**src/rtl/transition_pair_sequencer.sv**
```systemverilog
// Transition-pair stimulus sequencer: walks every ordered (from, to) vector
// pair through a gate-under-test, with trigger pulses framing each to-phase.
module transition_pair_sequencer #(
  parameter int NVEC = 16,
  parameter int HOLD = 5
) (
  input  logic       clk,
  input  logic       rst,
  input  logic       start,
  input  logic       abort,
  input  logic       cap_ready,
  output logic [3:0] vec,
  output logic [7:0] sim_idx,
  output logic       trig_begin,
  output logic       trig_end,
  output logic       busy,
  output logic       done
);

  localparam int IW = $clog2(NVEC);
  localparam logic [IW-1:0] LAST = IW'(NVEC - 1);
  localparam logic [7:0] HLAST = 8'(HOLD - 1);

  typedef enum logic [2:0] {
    IDLE,
    PRE,
    POST,
    WAIT,
    DONE
  } state_t;

  state_t state, state_n;

  logic [IW-1:0] i, i_n;
  logic [IW-1:0] j, j_n;
  logic [7:0]    cnt, cnt_n;
  logic [3:0]    vec_n;
  logic [7:0]    idx_n;
  logic          tb_n, te_n, done_n;
  logic          last_pair;

  assign last_pair = (i == LAST) && (j == LAST);
  assign busy      = (state != IDLE);

  always_ff @(posedge clk or posedge rst) begin
    if (rst) begin
      state      <= IDLE;
      i          <= '0;
      j          <= '0;
      cnt        <= '0;
      vec        <= '0;
      sim_idx    <= '0;
      trig_begin <= 1'b0;
      trig_end   <= 1'b0;
      done       <= 1'b0;
    end else begin
      state      <= state_n;
      i          <= i_n;
      j          <= j_n;
      cnt        <= cnt_n;
      vec        <= vec_n;
      sim_idx    <= idx_n;
      trig_begin <= tb_n;
      trig_end   <= te_n;
      done       <= done_n;
    end
  end

  always_comb begin
    state_n = state;
    i_n     = i;
    j_n     = j;
    cnt_n   = cnt;
    vec_n   = vec;
    idx_n   = sim_idx;
    tb_n    = 1'b0;
    te_n    = 1'b0;
    done_n  = 1'b0;

    unique case (state)
      IDLE: begin
        if (start) begin
          state_n = PRE;
          i_n     = '0;
          j_n     = '0;
          cnt_n   = '0;
          vec_n   = '0;
          idx_n   = '0;
        end
      end

      PRE: begin
        if (cnt == HLAST) begin
          state_n = POST;
          cnt_n   = '0;
          vec_n   = 4'(j);
          tb_n    = 1'b1;
        end else begin
          cnt_n = cnt + 8'd1;
        end
      end

      POST: begin
        if (cnt == HLAST) begin
          state_n = WAIT;
          cnt_n   = '0;
          te_n    = 1'b1;
        end else begin
          cnt_n = cnt + 8'd1;
        end
      end

      WAIT: begin
        if (cap_ready) begin
          cnt_n = '0;
          if (last_pair) begin
            state_n = DONE;
            i_n     = '0;
            j_n     = '0;
            vec_n   = '0;
            idx_n   = '0;
            done_n  = 1'b1;
          end else begin
            state_n = PRE;
            if (j == LAST) begin
              j_n = '0;
              i_n = i + 1'b1;
            end else begin
              j_n = j + 1'b1;
            end
            vec_n = 4'(i_n);
            idx_n = 8'({i_n, j_n});
          end
        end
      end

      DONE: begin
        state_n = IDLE;
        vec_n   = '0;
        idx_n   = '0;
      end

      default: begin
        state_n = IDLE;
        vec_n   = '0;
        idx_n   = '0;
      end
    endcase

    // abort wins over everything, including cap_ready and the DONE pulse
    if (state != IDLE && abort) begin
      state_n = IDLE;
      i_n     = '0;
      j_n     = '0;
      cnt_n   = '0;
      vec_n   = '0;
      idx_n   = '0;
      tb_n    = 1'b0;
      te_n    = 1'b0;
      done_n  = 1'b0;
    end
  end

endmodule

```
**config.mk**
```make
export PLATFORM = sky130hd
export DESIGN_NAME = transition_pair_sequencer
export DESIGN_NICKNAME = d
export VERILOG_FILES = /design/src/rtl/transition_pair_sequencer.sv
export SDC_FILE = /design/constraint.sdc
export NUM_CORES = 1
export LEC_CHECK = 0
export ABC_AREA = 0
export CORE_MARGIN = 2
export CORE_UTILIZATION = 35
export DETAILED_ROUTE_END_ITERATION = 12
export HOLD_SLACK_MARGIN = 0.02
export PLACE_DENSITY_LB_ADDON = 0.3
export SLEW_MARGIN = 25
export SYNTH_ARGS = -nofsm -noshare
export SYNTH_HDL_FRONTEND = slang
export SYNTH_SLANG_ARGS = --single-unit
```
**constraint.sdc**
```tcl
create_clock -name clk -period 2 [get_ports clk]
set_clock_uncertainty 0.15 [all_clocks]
set_input_delay 0.2 -clock clk [delete_from_list [all_inputs] [get_ports clk]]
set_output_delay 0.2 -clock clk [all_outputs]
set_load 0.05 [all_outputs]
```
==> summary.txt <==
Worst setup path
  – Worst EP arrival: 1970 ps
  – Crit Path Max Fanout: 16
  – Critical path endpoint category: register
  – Crit-path cells: or3b_1 > o211a_1 > buf_4 > a211oi_2 > a21o_1
  – CP startpoint kind: register
  – FF-to-FF setup slack: 110 ps
  – Worst Path Buf+Inv: 1
  – Crit path largest cell delay: 520 ps
  – Critical path type: reg2reg
  – Crit path max-delay family: compound AO/OA/AOI/OAI gates
  – CP required: 2080 ps
  – Slowest CP cell: dfrtp_2

Synthesis
  – Avg Cell Area, Syn: 10.41 sq um
  – Number of synthesized flops with an enable pin: 0
  – Area leader, netlist: dfrtp_1
  – Most frequent cell after synthesis: dfrtp_1
  – Mapped Nets: 193
  – Synthesized area: 0.001916 sq mm
  – Most common library cells after synthesis: 34 x dfrtp_1, 20 x nand2_1, 12 x a21o_1, 9 x inv_1, 8 x nor3_1
  – Register area share after synthesis: 0.4442
  – Seq cells post-synth: 34
  – Synth unique cells: 52
  – Share of the synthesized area in the top cell type: 0.4442
  – Synth top area cells: dfrtp_1 44%, a21o_1 4.7%, nand2_1 3.9%, buf_6 3.5%, ha_1 2.6%
  – Gate Count Post-Synth: 184
  – Total number of yosys warnings: 0
  – Post-synth ARST share: 1.000
  – Main flop type after synthesis: dfrtp_1

Die
  – Die H: 77.98 um
  – # IOs: 21
  – Die span in x: 77.98 um
  – Starting Density: 0.3680
  – DIE AREA: 0.006081 sq mm
  – Core Area: 0.005205 sq mm
  – Floorplan row count: 26

Place
  – Final HPWL DP: 3028 um
  – Port bufs: 20
  – Routability cong.: 0.8350

CTS
  – Post-CTS Repair Setup Buffers: 0
  – Clock-pin transition on the worst setup and hold timing paths: 80 ps
  – Root buf cell: clkbuf_8
  – Clock Sinks: 34
  – CTS buffer count: 5
  – CTS tree: built
  – CTS H-tree depth: 2
  – Clock buffer depth: 2
  – Worst-Skew Late Latency: 280 ps

Power
  – PwrDens: 1061 mW/mm^2
  – Post-layout power: 2.600 mW
  – Leak: 1.141 nW
  – Worst vdd ir: 617.1 uV

Global route
  – GR Layer Usage met3: 0.03837
  – First-pass GRT wire length: 7362 um
  – Grt ovf: 0
  – Most used routing layer: met2
  – Vias in the first global route: 1591
  – Largest net degree at the start of global routing: 35
  – M1 GR Usage: 0.2120
  – Initial antenna violation count: 0
  – Overall Global Routing Usage: 0.1521
  – Global Route met2 Usage: 0.2319

Route
  – Post-DR vias/cell: 5.080
  – Final wirelength: 4183 um
  – Via count: 1519
  – Wire per inst: 13.99 um
  – Drt drc: 0
  – 1st-iter DRT viols: 72
  – First-pass DRT Iterations: 4
  – Antenna Nets Post-Route: 0

Job
  – Max cap viols: 0

STA
  – Slew HR: 0.6628
  – TNS Setup: 0 ps
  – RSZ-0062 raised after global routing: no
  – Highest Clock Rate: 530.4 MHz
  – Minimum clock period: 1885 ps
  – Final Cycle Share: 0.9427
  – Final setup violation count: 0
  – Least-Margin Pin Slew: 504.2 ps
  – Final Hold Viols: 0
  – Slew Viols, Final: 0

Layout
  – Footprint of the multi-input gates: 964.7 sq um
  – Fillers: 511
  – Synth-to-Final Area Change: 27.96%
  – # diodes: 0
  – Nets@finish: 237
  – FF+latch area: 854.6 sq um
  – Share of layout cells above drive strength 1: 0.2227

Run status
  – Outcome: complete, no violations

Min path
  – Hold Path Class: in2async
## cell families after synthesis
family                     synth area share
AOI/OAI and AO/OA                    0.2149
xor gates and xnor gates            0.02743
adders and majority gates           0.02613
DFF                                  0.4442
and+or+nand+nor                      0.2057
buffers and inverters               0.06009
muxes                               0.02155
## metrics by stage
| step | utilization | instances | hold slack, ps | cell area [sq um] | worst slack (ps) |
|---|---|---|---|---|---|
| finish | 0.4709 | 299 | 155.1 | 2451 | 114.6 |
| global placement | 0.4447 | 291 | 311.6 | 2315 | 9.920 |
| CTS | 0.4668 | 299 | 175.4 | 2430 | 50.36 |
| floorplan | - | 184 | 186.9 | 1916 | 111.0 |
| detailed placement | 0.4447 | 291 | 315.5 | 2315 | -0.7833 |
| global route | 0.4709 | 299 | 231.6 | 2451 | 13.29 |
## worst min-delay path, stage by stage
cell             delay [ps]
clkdlybuf4s50_1         400
inv_1                    50
buf_4                   380
## layout make-up
| cell class | count | area share |
|---|---|---|
| Inverter | 9 | 0.01378 |
| Timing Repair Buffer | 46 | 0.1618 |
| Tap cell | 70 | 0.03573 |
| Multi-Input combinational cell | 132 | 0.3936 |
| Sequential cell | 34 | 0.3486 |
| Clock inverter | 3 | 0.01838 |
| Clock buffer | 5 | 0.02808 |
## registers in the layout (all words and copies together), names as in the netlist
name	cells
j	4
sim_idx	8
trig_begin	1
vec	4
state	3
done	1
cnt	8
i	4
trig_end	1
## final timing paths
kind                            start          to  cells after the start
min                               rst      cnt[1]                      3
min reg2reg                sim_idx[2]  sim_idx[2]                      2
min in group clk           sim_idx[2]  sim_idx[2]                      2
max in group asynchronous         rst    state[1]                      3
max reg2reg                  state[1]        i[3]                      5
max                          state[1]        i[3]                      5
## placed cells by master, fill, tap and decap left out, types with 3 or more instances in the layout
cell and instances:
a211oi_1 4, a21o_1 12, a21oi_1 5, a22o_1 5, buf_4 26, clkbuf_8 5, clkdlybuf4s50_1 19, dfrtp_1 31
dfrtp_2 3, ha_1 3, inv_1 9, mux2i_1 3, nand2_1 20, nand3_1 7, nand3b_1 3, nand4_1 4
nor2_1 3, nor3_1 8, nor3b_1 3, o21ai_0 7, o21ai_1 3, xor2_1 4
## where the power goes
part	switching [mW]	internal, mW	total [mW]
combinational	0.613	0.492	1.10
clock	0.268	0.371	0.639
sequential	0.106	0.750	0.856
total	0.988	1.61	2.60
## metal layers
metal | wire length [um] | up-vias
met1 | 2202 | 718
met4 | 31 | 0
li1 | - | 771
met5 | 0 | -
met3 | 129 | 2
met2 | 1819 | 28
## timing repair
item / CTS / global route
setup endpoints to repair: 2 / 10
hold buffers: 0 / 0
gates resized for setup: 1 / 5
No activity file was read; power rests on OpenSTA's default activity.
